--- config.mk ---
export PLATFORM = sky130hd
export DESIGN_NAME = vram_frame_reader
export DESIGN_NICKNAME = d
export VERILOG_FILES = /design/src/rtl/vram_frame_reader.sv
export SDC_FILE = /design/constraint.sdc
export NUM_CORES = 1
export LEC_CHECK = 0
export ABC_AREA = 1
export BUFFER_PORTS_ARGS = -buffer_cell sky130_fd_sc_hd__buf_2
export CELL_PAD_IN_SITES_DETAIL_PLACEMENT = 2
export CELL_PAD_IN_SITES_GLOBAL_PLACEMENT = 2
export CORE_AREA = 4 4 174 176
export DETAILED_ROUTE_END_ITERATION = 7
export DIE_AREA = 0 0 178 180
export GPL_ROUTABILITY_DRIVEN = 1
export PLACE_DENSITY_LB_ADDON = 0.2
export REMOVE_ABC_BUFFERS = 1
export SYNTH_ARGS = -nofsm -noshare
export SYNTH_HDL_FRONTEND = slang
export SYNTH_SLANG_ARGS = --single-unit
--- constraint.sdc ---
create_clock -name clk0 -period 9.6 [get_ports clk0]
set_input_delay 0.96 -clock clk0 [delete_from_list [all_inputs] [get_ports clk0]]
set_output_delay 0.96 -clock clk0 [all_outputs]
set_load 0.01 [all_outputs]
--- src/rtl/vram_frame_reader.sv ---
// Frame fetch from DDR2 video RAM through MCB read port p1, streamed over valid/ready.
// Optional idle-cycle counter enabled by defining UNDERRUN_COUNT_EN.
module vram_frame_reader #(
   parameter int unsigned FRAME_WORDS = 38400,
   parameter int unsigned BURST_WORDS = 16,
   parameter int unsigned FIFO_DEPTH  = 64
) (
   input  logic        clk0,
   input  logic        reset,
   input  logic        calib_done,
   input  logic        start,
   input  logic [29:0] frame_base,
   output logic        p1_cmd_en,
   output logic [2:0]  p1_cmd_instr,
   output logic [5:0]  p1_cmd_bl,
   output logic [29:0] p1_cmd_byte_addr,
   input  logic        p1_cmd_full,
   output logic        p1_rd_en,
   input  logic [63:0] p1_rd_data,
   input  logic        p1_rd_empty,
   output logic [63:0] pix_data,
   output logic        pix_valid,
   input  logic        pix_ready,
   output logic        busy,
   output logic        frame_done,
   output logic [15:0] underrun_count
);

   localparam int unsigned CW = $clog2(FRAME_WORDS + 1);
   localparam int unsigned OW = $clog2(FIFO_DEPTH + BURST_WORDS + 1);
   localparam logic [CW-1:0] LAST = CW'(FRAME_WORDS);

   typedef enum logic [1:0] {
      IDLE  = 2'd0,
      ISSUE = 2'd1,
      DRAIN = 2'd2
   } state_t;

   state_t        state_q, state_d;
   logic [29:0]   base_q;
   logic [CW-1:0] issued_q, popped_q, delivered_q;
   logic [OW-1:0] outst_q;
   logic [31:0]   remaining, len;
   logic          credit_ok, issue, pop, accept, start_ok;

   always_comb begin
      remaining = 32'(FRAME_WORDS) - 32'(issued_q);
      len       = (remaining > 32'(BURST_WORDS)) ? 32'(BURST_WORDS) : remaining;
      credit_ok = (32'(outst_q) + len) <= 32'(FIFO_DEPTH);
   end

   assign busy     = (state_q != IDLE);
   assign start_ok = start && calib_done;
   assign accept   = pix_valid && pix_ready;
   assign issue    = (state_q == ISSUE) && !p1_cmd_full && (issued_q < LAST) && credit_ok;
   // Words with no outstanding credit are not ours; leave them in the MCB FIFO.
   assign pop      = busy && !p1_rd_empty && (!pix_valid || pix_ready)
                     && (outst_q != '0) && (popped_q < LAST);

   assign p1_cmd_en        = issue;
   assign p1_cmd_instr     = 3'b001;
   assign p1_cmd_bl        = issue ? 6'(len - 32'd1) : '0;
   assign p1_cmd_byte_addr = issue ? base_q + 30'({issued_q, 3'b000}) : '0;
   assign p1_rd_en         = pop;

   always_comb begin
      state_d    = state_q;
      frame_done = 1'b0;
      case (state_q)
         IDLE:  if (start_ok) state_d = ISSUE;
         ISSUE: if (issued_q == LAST) state_d = DRAIN;
         DRAIN: if (delivered_q == LAST) begin
                   frame_done = 1'b1;
                   state_d    = IDLE;
                end
         default: state_d = IDLE;
      endcase
   end

   always_ff @(posedge clk0) begin
      if (reset) begin
         state_q     <= IDLE;
         base_q      <= '0;
         issued_q    <= '0;
         popped_q    <= '0;
         delivered_q <= '0;
         outst_q     <= '0;
         pix_data    <= '0;
         pix_valid   <= 1'b0;
      end else begin
         state_q <= state_d;
         if (state_q == IDLE) begin
            if (start_ok) begin
               base_q      <= frame_base & ~30'h7;
               issued_q    <= '0;
               popped_q    <= '0;
               delivered_q <= '0;
               outst_q     <= '0;
            end
         end else begin
            if (issue)  issued_q    <= issued_q + CW'(len);
            if (pop)    popped_q    <= popped_q + CW'(1);
            if (accept) delivered_q <= delivered_q + CW'(1);
            outst_q <= outst_q + (issue ? OW'(len) : '0) - (pop ? OW'(1) : '0);
         end
         if (pop) begin
            pix_data  <= p1_rd_data;
            pix_valid <= 1'b1;
         end else if (accept) begin
            pix_valid <= 1'b0;
         end
      end
   end

`ifdef UNDERRUN_COUNT_EN
   logic [15:0] underrun_q;

   // Only gaps strictly between the first and last delivered word count.
   always_ff @(posedge clk0) begin
      if (reset) begin
         underrun_q <= '0;
      end else if (state_q == IDLE && start_ok) begin
         underrun_q <= '0;
      end else if (busy && pix_ready && !pix_valid && (delivered_q != '0)
                   && (delivered_q != LAST) && (underrun_q != '1)) begin
         underrun_q <= underrun_q + 16'd1;
      end
   end

   assign underrun_count = underrun_q;
`else
   assign underrun_count = '0;
`endif

endmodule
# ---- Word-level counts from Yosys, hierarchy flattened
# Index checks and enable logic that the tools add are counted.
dict set report classes {
  div 0
  muxes 22
  n_shift 0
  bitwise_logic 0
  magnitude_cmp 4
  n_addsub 9
  reduce_logical 25
  eq_ne 7
  n_mul 0
}
# op n
set op_table {}
lappend op_table {{16-bit two-way mux} 7}
lappend op_table {{16-bit by 1-bit adder with 16-bit output, second input constant} 2}
lappend op_table {{7-bit by 32-bit adder with 32-bit output} 1}
lappend op_table {{16-bit equality test, second input constant} 2}
lappend op_table {{32-bit by 5-bit greater-than comparator with 1-bit output, second input constant} 1}
lappend op_table {{32-bit by 7-bit less-or-equal comparator with 1-bit output, second input constant} 1}
lappend op_table {{16-bit < comparator, second input constant} 2}
lappend op_table {{32-bit two-way mux} 1}
lappend op_table {{30-bit by 19-bit adder with 30-bit output} 1}
lappend op_table {{30-bit two-way mux} 1}
lappend op_table {{7-bit two-way mux} 3}
lappend op_table {{16-bit by 16-bit subtractor with 17-bit output, first input constant} 1}
lappend op_table {{16-bit adder} 1}
lappend op_table {{2-bit nonzero test} 5}
lappend op_table {{1-bit logical AND} 9}
lappend op_table {{2-bit AND reduction} 4}
lappend op_table {{7-bit adder} 1}
lappend op_table {{7-bit nonzero test} 1}
lappend op_table {{7-bit by 1-bit subtractor with 7-bit output} 1}
lappend op_table {{2-bit two-way mux} 3}
lappend op_table {{6-bit two-way mux} 1}
lappend op_table {{2-bit case mux with 3 select lines} 1}
lappend op_table {{6-bit by 1-bit subtractor with 6-bit output, second input constant} 1}
lappend op_table {{1-bit two-way mux} 5}
lappend op_table {{other kinds (8)} 11}
dict set report word_totals {
  latchBits 0
  mem_bits_rw 0
  inputBits 101
  n_memories 0
  register_bits 149
  mem_bits_ro 0
  output_inout_bits 124
  wordCells 75
}

# ---- Longest topological paths before layout
# Gate-level depths: netlist of the first run.
dict set report depth {
  word_depth 10
  ltp_mapped 41
  ltp_nobuf 38
}

# ---- Worst setup path after synthesis of the first run
# Ideal clock, no wire load.
dict set report synth_path {
  path_kind {reg2reg}
  startpoint {register issued_q[1]}
  endpoint {register outst_q[6]}
  path_slack_ns 4.391
  setup_time_ns 0.070
  t_required_ns 9.530
  n_path_buf 2
  period_less_slack_ns 5.209
  arrival_ns 5.138
  path_stages_with_launch 40
  path_cell_list {dfxtp_1 -> inv_1 -> ha_1 -> nand2_2 -> nor2_4 -> nand2_2 -> nand2_1 -> nand2_1 -> nand2_1 -> inv_2 -> nand2_1 -> nor2_1 -> nand3_2 -> inv_2 -> nand2_1 -> inv_1 -> ha_1 -> a21o_1 -> [... 4 more ...] -> nand3_1 -> clkbuf_1 -> inv_2 -> buf_2 -> nand2_1 -> ha_1 -> inv_1 -> ha_1 -> fa_1 -> inv_1 -> o31ai_1 -> inv_1 -> nor2_1 -> nor2_1 -> nor2_1 -> nor3_1 -> nand3b_1 -> a21oi_1}
}
dict set report synth_between {
  elab_chain_len 10
  word_cells_on_any_way 12
  classes_between {add/sub (4); order compare (3); mux (3); reduce/logical (2)}
}
# item line
set synth_rtl {}
lappend synth_rtl {{start, declared} 41} ;# logic [CW-1:0] issued_q, popped_q, delivered_q;
lappend synth_rtl {{start signal, assigned} 101} ;# if (issue) issued_q <= issued_q + CW'(len);
lappend synth_rtl {{16-bit by 16-bit subtractor with 17-bit output} 47} ;# remaining = 32'(FRAME_WORDS) - 32'(issued_q);
lappend synth_rtl {{32-bit by 5-bit greater-than comparator with 1-bit output} 48} ;# len = (remaining > 32'(BURST_WORDS)) ? 32'(BURST_WORDS) : remaining;
lappend synth_rtl {{32-bit two-way mux} 48}
lappend synth_rtl {{7-bit by 32-bit adder with 32-bit output} 49} ;# credit_ok = (32'(outst_q) + len) <= 32'(FIFO_DEPTH);
lappend synth_rtl {{32-bit by 7-bit less-or-equal comparator with 1-bit output} 49}
lappend synth_rtl {{1-bit logical AND (*)} 55} ;# assign issue = (state_q == ISSUE) && !p1_cmd_full && (issued_q < LAST) && credit_ok;
lappend synth_rtl {{via p1_cmd_en} 13} ;# output logic p1_cmd_en,
lappend synth_rtl {{7-bit two-way mux (*)} 104} ;# outst_q <= outst_q + (issue ? OW'(len) : '0) - (pop ? OW'(1) : '0);
lappend synth_rtl {{7-bit adder (*)} 104}
lappend synth_rtl {{7-bit by 1-bit subtractor with 7-bit output (*)} 104}
lappend synth_rtl {{7-bit two-way mux (*)} 92} ;# if (state_q == IDLE) begin
lappend synth_rtl {{end signal, assigned} 104}
lappend synth_rtl {{end, declared} 42} ;# logic [OW-1:0] outst_q;
# Mark *: on every way through the listed nets, which the timed path passes. The rest lies on a longest branch.
# A chain may end at the register's enable or synchronous reset.

# ---- Worst setup path in the final report of the first run
dict set report layout_path {
  startpoint {register issued_q[1]}
  endpoint {output port p1_cmd_byte_addr[7]}
}
dict set report layout_between {
  elab_chain_len 7
  word_cells_on_any_way 10
  classes_between {add/sub (3); order compare (3); mux (2); reduce/logical (2)}
}
# item line
set layout_rtl {}
lappend layout_rtl {{16-bit by 16-bit subtractor with 17-bit output} 47}
lappend layout_rtl {{32-bit by 5-bit greater-than comparator with 1-bit output} 48}
lappend layout_rtl {{32-bit two-way mux} 48}
lappend layout_rtl {{7-bit by 32-bit adder with 32-bit output} 49}
lappend layout_rtl {{32-bit by 7-bit less-or-equal comparator with 1-bit output} 49}
lappend layout_rtl {{1-bit logical AND} 55}
lappend layout_rtl {{30-bit two-way mux (*)} 63} ;# assign p1_cmd_byte_addr = issue ? base_q + 30'({issued_q, 3'b000}) : '0;
lappend layout_rtl {{end, declared} 16} ;# output logic [29:0] p1_cmd_byte_addr,
# Every way passes the cells marked *; elsewhere a longest branch is shown, timed or not.

==> results.txt, run 1 <==
Min-Delay Startpoint: delivered_q[15]$_SDFFE_PP0P_
Leading area contributor after synthesis: dfxtp_1
Final setup violation count: 0
Top cells by area, synth: dfxtp_1, nor2_1, nand2_1, o21ai_0, ha_1
Critical path required time: 8.64 ns
Kind of critical path: flip-flop to output port
Vias in the first global route: 10205
Commonest non-fill, non-tap cell in the layout: nor2_1
Worst Hold Class: flip-flop to flip-flop
Max-slew violation count: 0
CP max FO: 29
CP Launch Type: flip-flop
Deepest clock path buffer count: 2
Initial core utilization: 30.9%
# nets final: 1657
Synth Area per Inst: 6.64 µm²
Die X: 178 µm
Per-cell routed wire length: 16.7 µm
Fin cells: 1906
# clock sinks: 149
Final period utilization: 66.8%
Skew final: 0.0147 ns
Crit. Startpoint: issued_q[1]$_SDFFE_PP0P_
Overall Global Routing Usage: 19.8%
CP most frequent cell: nand2_1
Most frequent cells in the layout: nor2_1, nand2_1, buf_2
Layout cell share with drive strength beyond 1: 19.4%
Ant. Diodes: 0
DRC viols: 0
Slack of the critical path: 3.18 ns
Worst r2r dst: outst_q[6]$_SDFFE_PP0P_
Ys async rst share: 0%
Hold buffer count at CTS: 0
Setup bufs post-CTS: 0
Placed cells: 1874
Final hold vios: 0
Pwr dens: 149 nW/µm²
Initial DRC count: 265
Worst-margin pin slew: 0.995 ns
Total gr overflow: 0
Core ar.: 28600 µm²
Routed wire length: 31700 µm
Number of synthesized flops with an enable pin: 0
Area delta synth->final: 21.0%
Leakage power: 4.96 nW
Worst-path clk slew: 0.07 ns
Antenna violations before repair: 4
RD Place Congestion: 0.766
FF+latch count, synth: 149
Final ANT Viol Nets: 0
Number of max-cap violations: 0
Worst slack, placed: 3.10 ns
TritonCTS clock tree: yes
Worst VDD drop: 0.0000993 V
Post-synthesis instance total: 1333
Port bufs: 199
Distinct cells, synth: 50
R2r setup slk: 3.20 ns
Rows: 62
Cells on worst reg2reg path: 38
Setup crit end kind: output port
Vias post-DR: 9328
Crit-path slowest cell: dfxtp_1
Worst r2r src: issued_q[1]$_SDFFE_PP0P_
Yosys top cell area share: 33.7%
H-tree depth: 4
Die height: 180 µm
First-pass GRT wire length: 52300 µm
Post-CTS sizing: 0
Post-Syn Area: 8850 µm²
CP arrival: 5.46 ns
I/O pins: 225
DP Wirelength: 24000 µm
Total of warnings raised by yosys: 0
TritonCTS Buffers: 17
Fmax: 0.156 GHz
Main synth FF type: dfxtp_1
RSZ-0062 raised after global routing: false
Die area: 32000 µm²
Critical Path Sink: p1_cmd_byte_addr[7]
Root Buffer: clkbuf_16
CP max stage delay: 0.53 ns
Clk Latency, worst-skew pair: 0.43 ns
Tmin final: 6.42 ns
Max-Slew Margin vs Limit: 33.4%
Status: complete, no violations
Initial DRT Pass Iterations: 5
Post-synthesis sequential area ratio: 33.7%
Setup Total Neg Slack: 0 ns
Drt via density: 4.89
Pin count of the biggest net entering global routing: 89
## area by class of cell
class	count	area, µm²
fill	3563	17900
multi-input combinational	987	5020
sequential	149	2980
timing repair buffer	207	1060
inverter	147	552
tap	384	480
clock buffer	17	425
clock inverter	15	184
## stage by stage
step / hold slack (ns) / instance area (µm²) / power (W) / util, %
finish: 0.472 / 10700 / 0.00160 / 37.4
global route: 0.490 / 10700 / 0.00169 / 37.4
floorplan: 0.440 / 8550 / 0.000813 / -
CTS: 0.476 / 10700 / 0.00163 / 37.4
detailed placement: 0.466 / 10100 / 0.000913 / 35.3
global placement: 0.450 / 10100 / 0.000903 / 35.3
## cell usage after synthesis (4+ instances only)
cell type  instances
nor4_1             8
nor2_2            11
buf_2              6
a31oi_1            4
nor3_1            15
ha_1              43
buf_4             24
a211oi_1           6
a221oi_1          11
a21oi_1           81
nor2_1           279
xor2_1            12
nand3_1           66
inv_1            134
nand2_1          216
nand4_1           11
dfxtp_1          149
nand2_2           15
o21a_1             4
o21ai_0          127
clkbuf_1          40
nand3_2            4
inv_2             11
xnor2_1           10
fa_1               4
## logic make-up after synthesis
kind of cell / after synthesis / synth area share (%)
AO/OA/AOI/OAI: 253 / 15.9
adder cells (fa/ha/maj): 47 / 6.99
buffers and inverters: 221 / 10.6
other: 2 / 0.0849
AND/OR/NAND/NOR: 639 / 30.5
flip-flops: 149 / 33.7
XOR/XNOR: 22 / 2.18
## flip-flops by register name, indices dropped and copies added, names as in the netlist
register,flops
popped_q,16
issued_q,16
outst_q,7
pix_valid,1
state_q,2
delivered_q,16
pix_data,64
base_q,27
## routing by layer
layer / vias to the layer above / part of all wire (%) / routed length (µm) / track usage, %
met3: 21 / 6.6 / 2100 / 6.83
met2: 157 / 51 / 16200 / 36.0
met5: - / 0.19 / 60 / 0
met1: 4521 / 42 / 13200 / 22.6
met4: 8 / 0.62 / 196 / 3.13
li1: 4621 / - / - / -
## how the worst min path moves through the flow
| stage | to | slack, ns | cells past startpoint |
|---|---|---|---|
| 2_1_floorplan | popped_q[15]$_SDFFE_PP0P_ | 0.44 | 2 |
| 3_3_place_gp | delivered_q[15]$_SDFFE_PP0P_ | 0.45 | 2 |
| 3_5_place_dp | delivered_q[15]$_SDFFE_PP0P_ | 0.47 | 2 |
| 4_1_cts | delivered_q[15]$_SDFFE_PP0P_ | 0.48 | 2 |
| 5_1_grt | delivered_q[15]$_SDFFE_PP0P_ | 0.49 | 2 |
| 6_report | delivered_q[15]$_SDFFE_PP0P_ | 0.47 | 2 |
## power breakdown
part | total (W) | switching [W] | internal (W)
logic | 0.000226 | 0.000146 | 0.0000802
registers | 0.000669 | 0.0000205 | 0.000649
clock network | 0.000705 | 0.000309 | 0.000396
## critical path, delay by kind of cell (launching register included)
kind / cells / cell delay (ns)
buf+inv: 7 / 1.39
simple gates: 12 / 1.21
compound gates: 5 / 1.12
fa+ha+maj: 2 / 0.57
flops: 1 / 0.53
xor+xnor: 1 / 0.17
Note: power is estimated with default switching activity, not from simulation.
==> run 2, diff against run 1 <==
- CORE_AREA: 4 4 174 176 -> 4 4 190 192
- DIE_AREA: 0 0 178 180 -> 0 0 194 196
- clock period: 9.6 -> 5.6 ns (I/O delays scaled with it)
==> run 2 against run 1 <==
Sequential power increased by 72%. Clock skew is 0.0067 ns lower. Die area is 19% higher. Largest power group unchanged.
==> results.txt, run 2 (same netlist as run 1, synthesis figures left out) <==
Initial core utilization: 25.7%
Skew final: 0.00796 ns
Fin cells: 2003
Number of max-cap violations: 0
Vias in the first global route: 10226
CP most frequent cell: inv_1
Vias post-DR: 9419
Worst VDD drop: 0.000210 V
Status: complete, no violations
Worst-path clk slew: 0.07 ns
Worst path buffer plus inverter count: 10
Final hold vios: 0
Final period utilization: 91.1%
Drt via density: 4.70
Commonest non-fill, non-tap cell in the layout: nor2_1
Number of fill cells: 4164
Pin count of the biggest net entering global routing: 82
Biggest regs: pix_data (64), base_q (27)
TritonCTS Buffers: 17
Setup crit end kind: flip-flop
Multi-input logic area: 5170 µm²
Crit-path slowest cell: dfxtp_2
Stages on the worst setup path: 38
Design area: 11100 µm²
Fmax: 0.196 GHz
Deepest clock path buffer count: 2
R2r setup slk: 0.50 ns
I/O pins: 225
Final ANT Viol Nets: 0
Most frequent cells in the layout: nor2_1, nand2_1, buf_2
Port bufs: 199
Top delay family on crit path: simple AND/OR/NAND/NOR gates
Initial DRT Pass Iterations: 4
Routed wire length: 33500 µm
Kind of critical path: flip-flop to flip-flop
Layout cell share with drive strength beyond 1: 22.9%
Max-slew violation count: 0
TritonCTS clock tree: yes
# clock sinks: 149
Ant. Diodes: 0
Critical path required time: 5.90 ns
Rows: 68
Most flops, register: pix_data
Clk Latency, worst-skew pair: 0.44 ns
Leakage power: 5.10 nW
Placed cells: 1964
Area delta synth->final: 25.8%
DRC viols: 0
RD Place Congestion: 0.800
Initial DRC count: 316
Cells on worst reg2reg path: 38
Total gr overflow: 0
Max-Slew Margin vs Limit: 32.2%
H-tree depth: 4
Worst slack, placed: -0.0340 ns
Core ar.: 34400 µm²
CP max FO: 6
DP Wirelength: 25300 µm
CP max stage delay: 0.34 ns
Antenna violations before repair: 3
Worst Hold Class: input port to flip-flop
Die height: 196 µm
Die area: 38000 µm²
FF/Latch Area: 3000 µm²
Max reg flops: 64
Per-cell routed wire length: 16.7 µm
Pwr dens: 244 nW/µm²
# nets final: 1683
Slack of the critical path: 0.498 ns
Tmin final: 5.10 ns
Worst-margin pin slew: 1.01 ns
Die X: 194 µm
Setup Total Neg Slack: 0 ns
DP Area: 10300 µm²
First-pass GRT wire length: 54300 µm
Overall Global Routing Usage: 17.4%
Root Buffer: clkbuf_16
Hold Crit Depth: 3
CP arrival: 5.40 ns
CP Launch Type: flip-flop
Final setup violation count: 0
## run 2: cell types whose count changed in the layout (fill, tap and decap cells not counted), sizes merged
cell      before  now
clkinvlp       1    0
inv          155  151
bufinv         2    1
buf          207  233
clkinv         4    9
clkbuf        17   18
## run 2: layer usage
layer / vias up / global-route usage [%] / wire [µm] / part of all wire, %
met5: - / 0 / 40 / 0.12
met4: 6 / 3.52 / 276 / 0.82
met3: 25 / 5.36 / 1840 / 5.5
met2: 138 / 30.8 / 16600 / 50
met1: 4574 / 21.0 / 14700 / 44
li1: 4676 / - / - / -
## run 2: area by class of cell
| type | count | area share [%] |
|---|---|---|
| Multi-Input combinational cell | 987 | 46.5 |
| Sequential cell | 149 | 26.9 |
| Timing Repair Buffer | 233 | 11.2 |
| Tap cell | 455 | 5.12 |
| Inverter | 147 | 4.98 |
| Clock buffer | 18 | 3.95 |
| Clock inverter | 14 | 1.27 |
## run 2: worst register-to-register path, delay by kind of cell, from the launching register on
kind / cells / cell delay, ns
DFF: 1 / 0.34
and+or+nand+nor: 16 / 1.59
adders and majority gates: 4 / 0.98
xor gates and xnor gates: 1 / 0.17
buffers and inverters: 10 / 0.93
AOI/OAI and AO/OA: 7 / 0.96
## run 2: final timing paths
kind | end | startpoint
worst max register to register | outst_q[6]$_SDFFE_PP0P_ | issued_q[1]$_SDFFE_PP0P_
worst max-delay path | outst_q[6]$_SDFFE_PP0P_ | issued_q[1]$_SDFFE_PP0P_
worst min register to register | popped_q[15]$_SDFFE_PP0P_ | popped_q[15]$_SDFFE_PP0P_
worst min-delay path | base_q[26]$_SDFFE_PP0P_ | frame_base[26]
## run 2: per-stage QoR
stage	power [W]	utilization, %	hold slack [ns]
floorplan	0.00139	-	0.440
global placement	0.00156	30.0	0.450
detailed placement	0.00157	30.0	0.468
CTS	0.00276	31.8	0.319
global route	0.00287	32.4	0.340
finish	0.00272	32.4	0.338
## run 2: timing repair
item / 4_1_cts / 5_1_grt
hold buffers: 0 / 0
resized for setup: 2 / 44
setup buffers: 0 / 7
setup endpoints to repair: 1 / 14
pin swaps: 0 / 13
endpoints found under the hold margin: 0 / 0
## run 2: report_power, final
part / internal [W] / switching, W
Clock: 0.000637 / 0.000526
Combinational: 0.000146 / 0.000259
Sequential: 0.00111 / 0.0000357
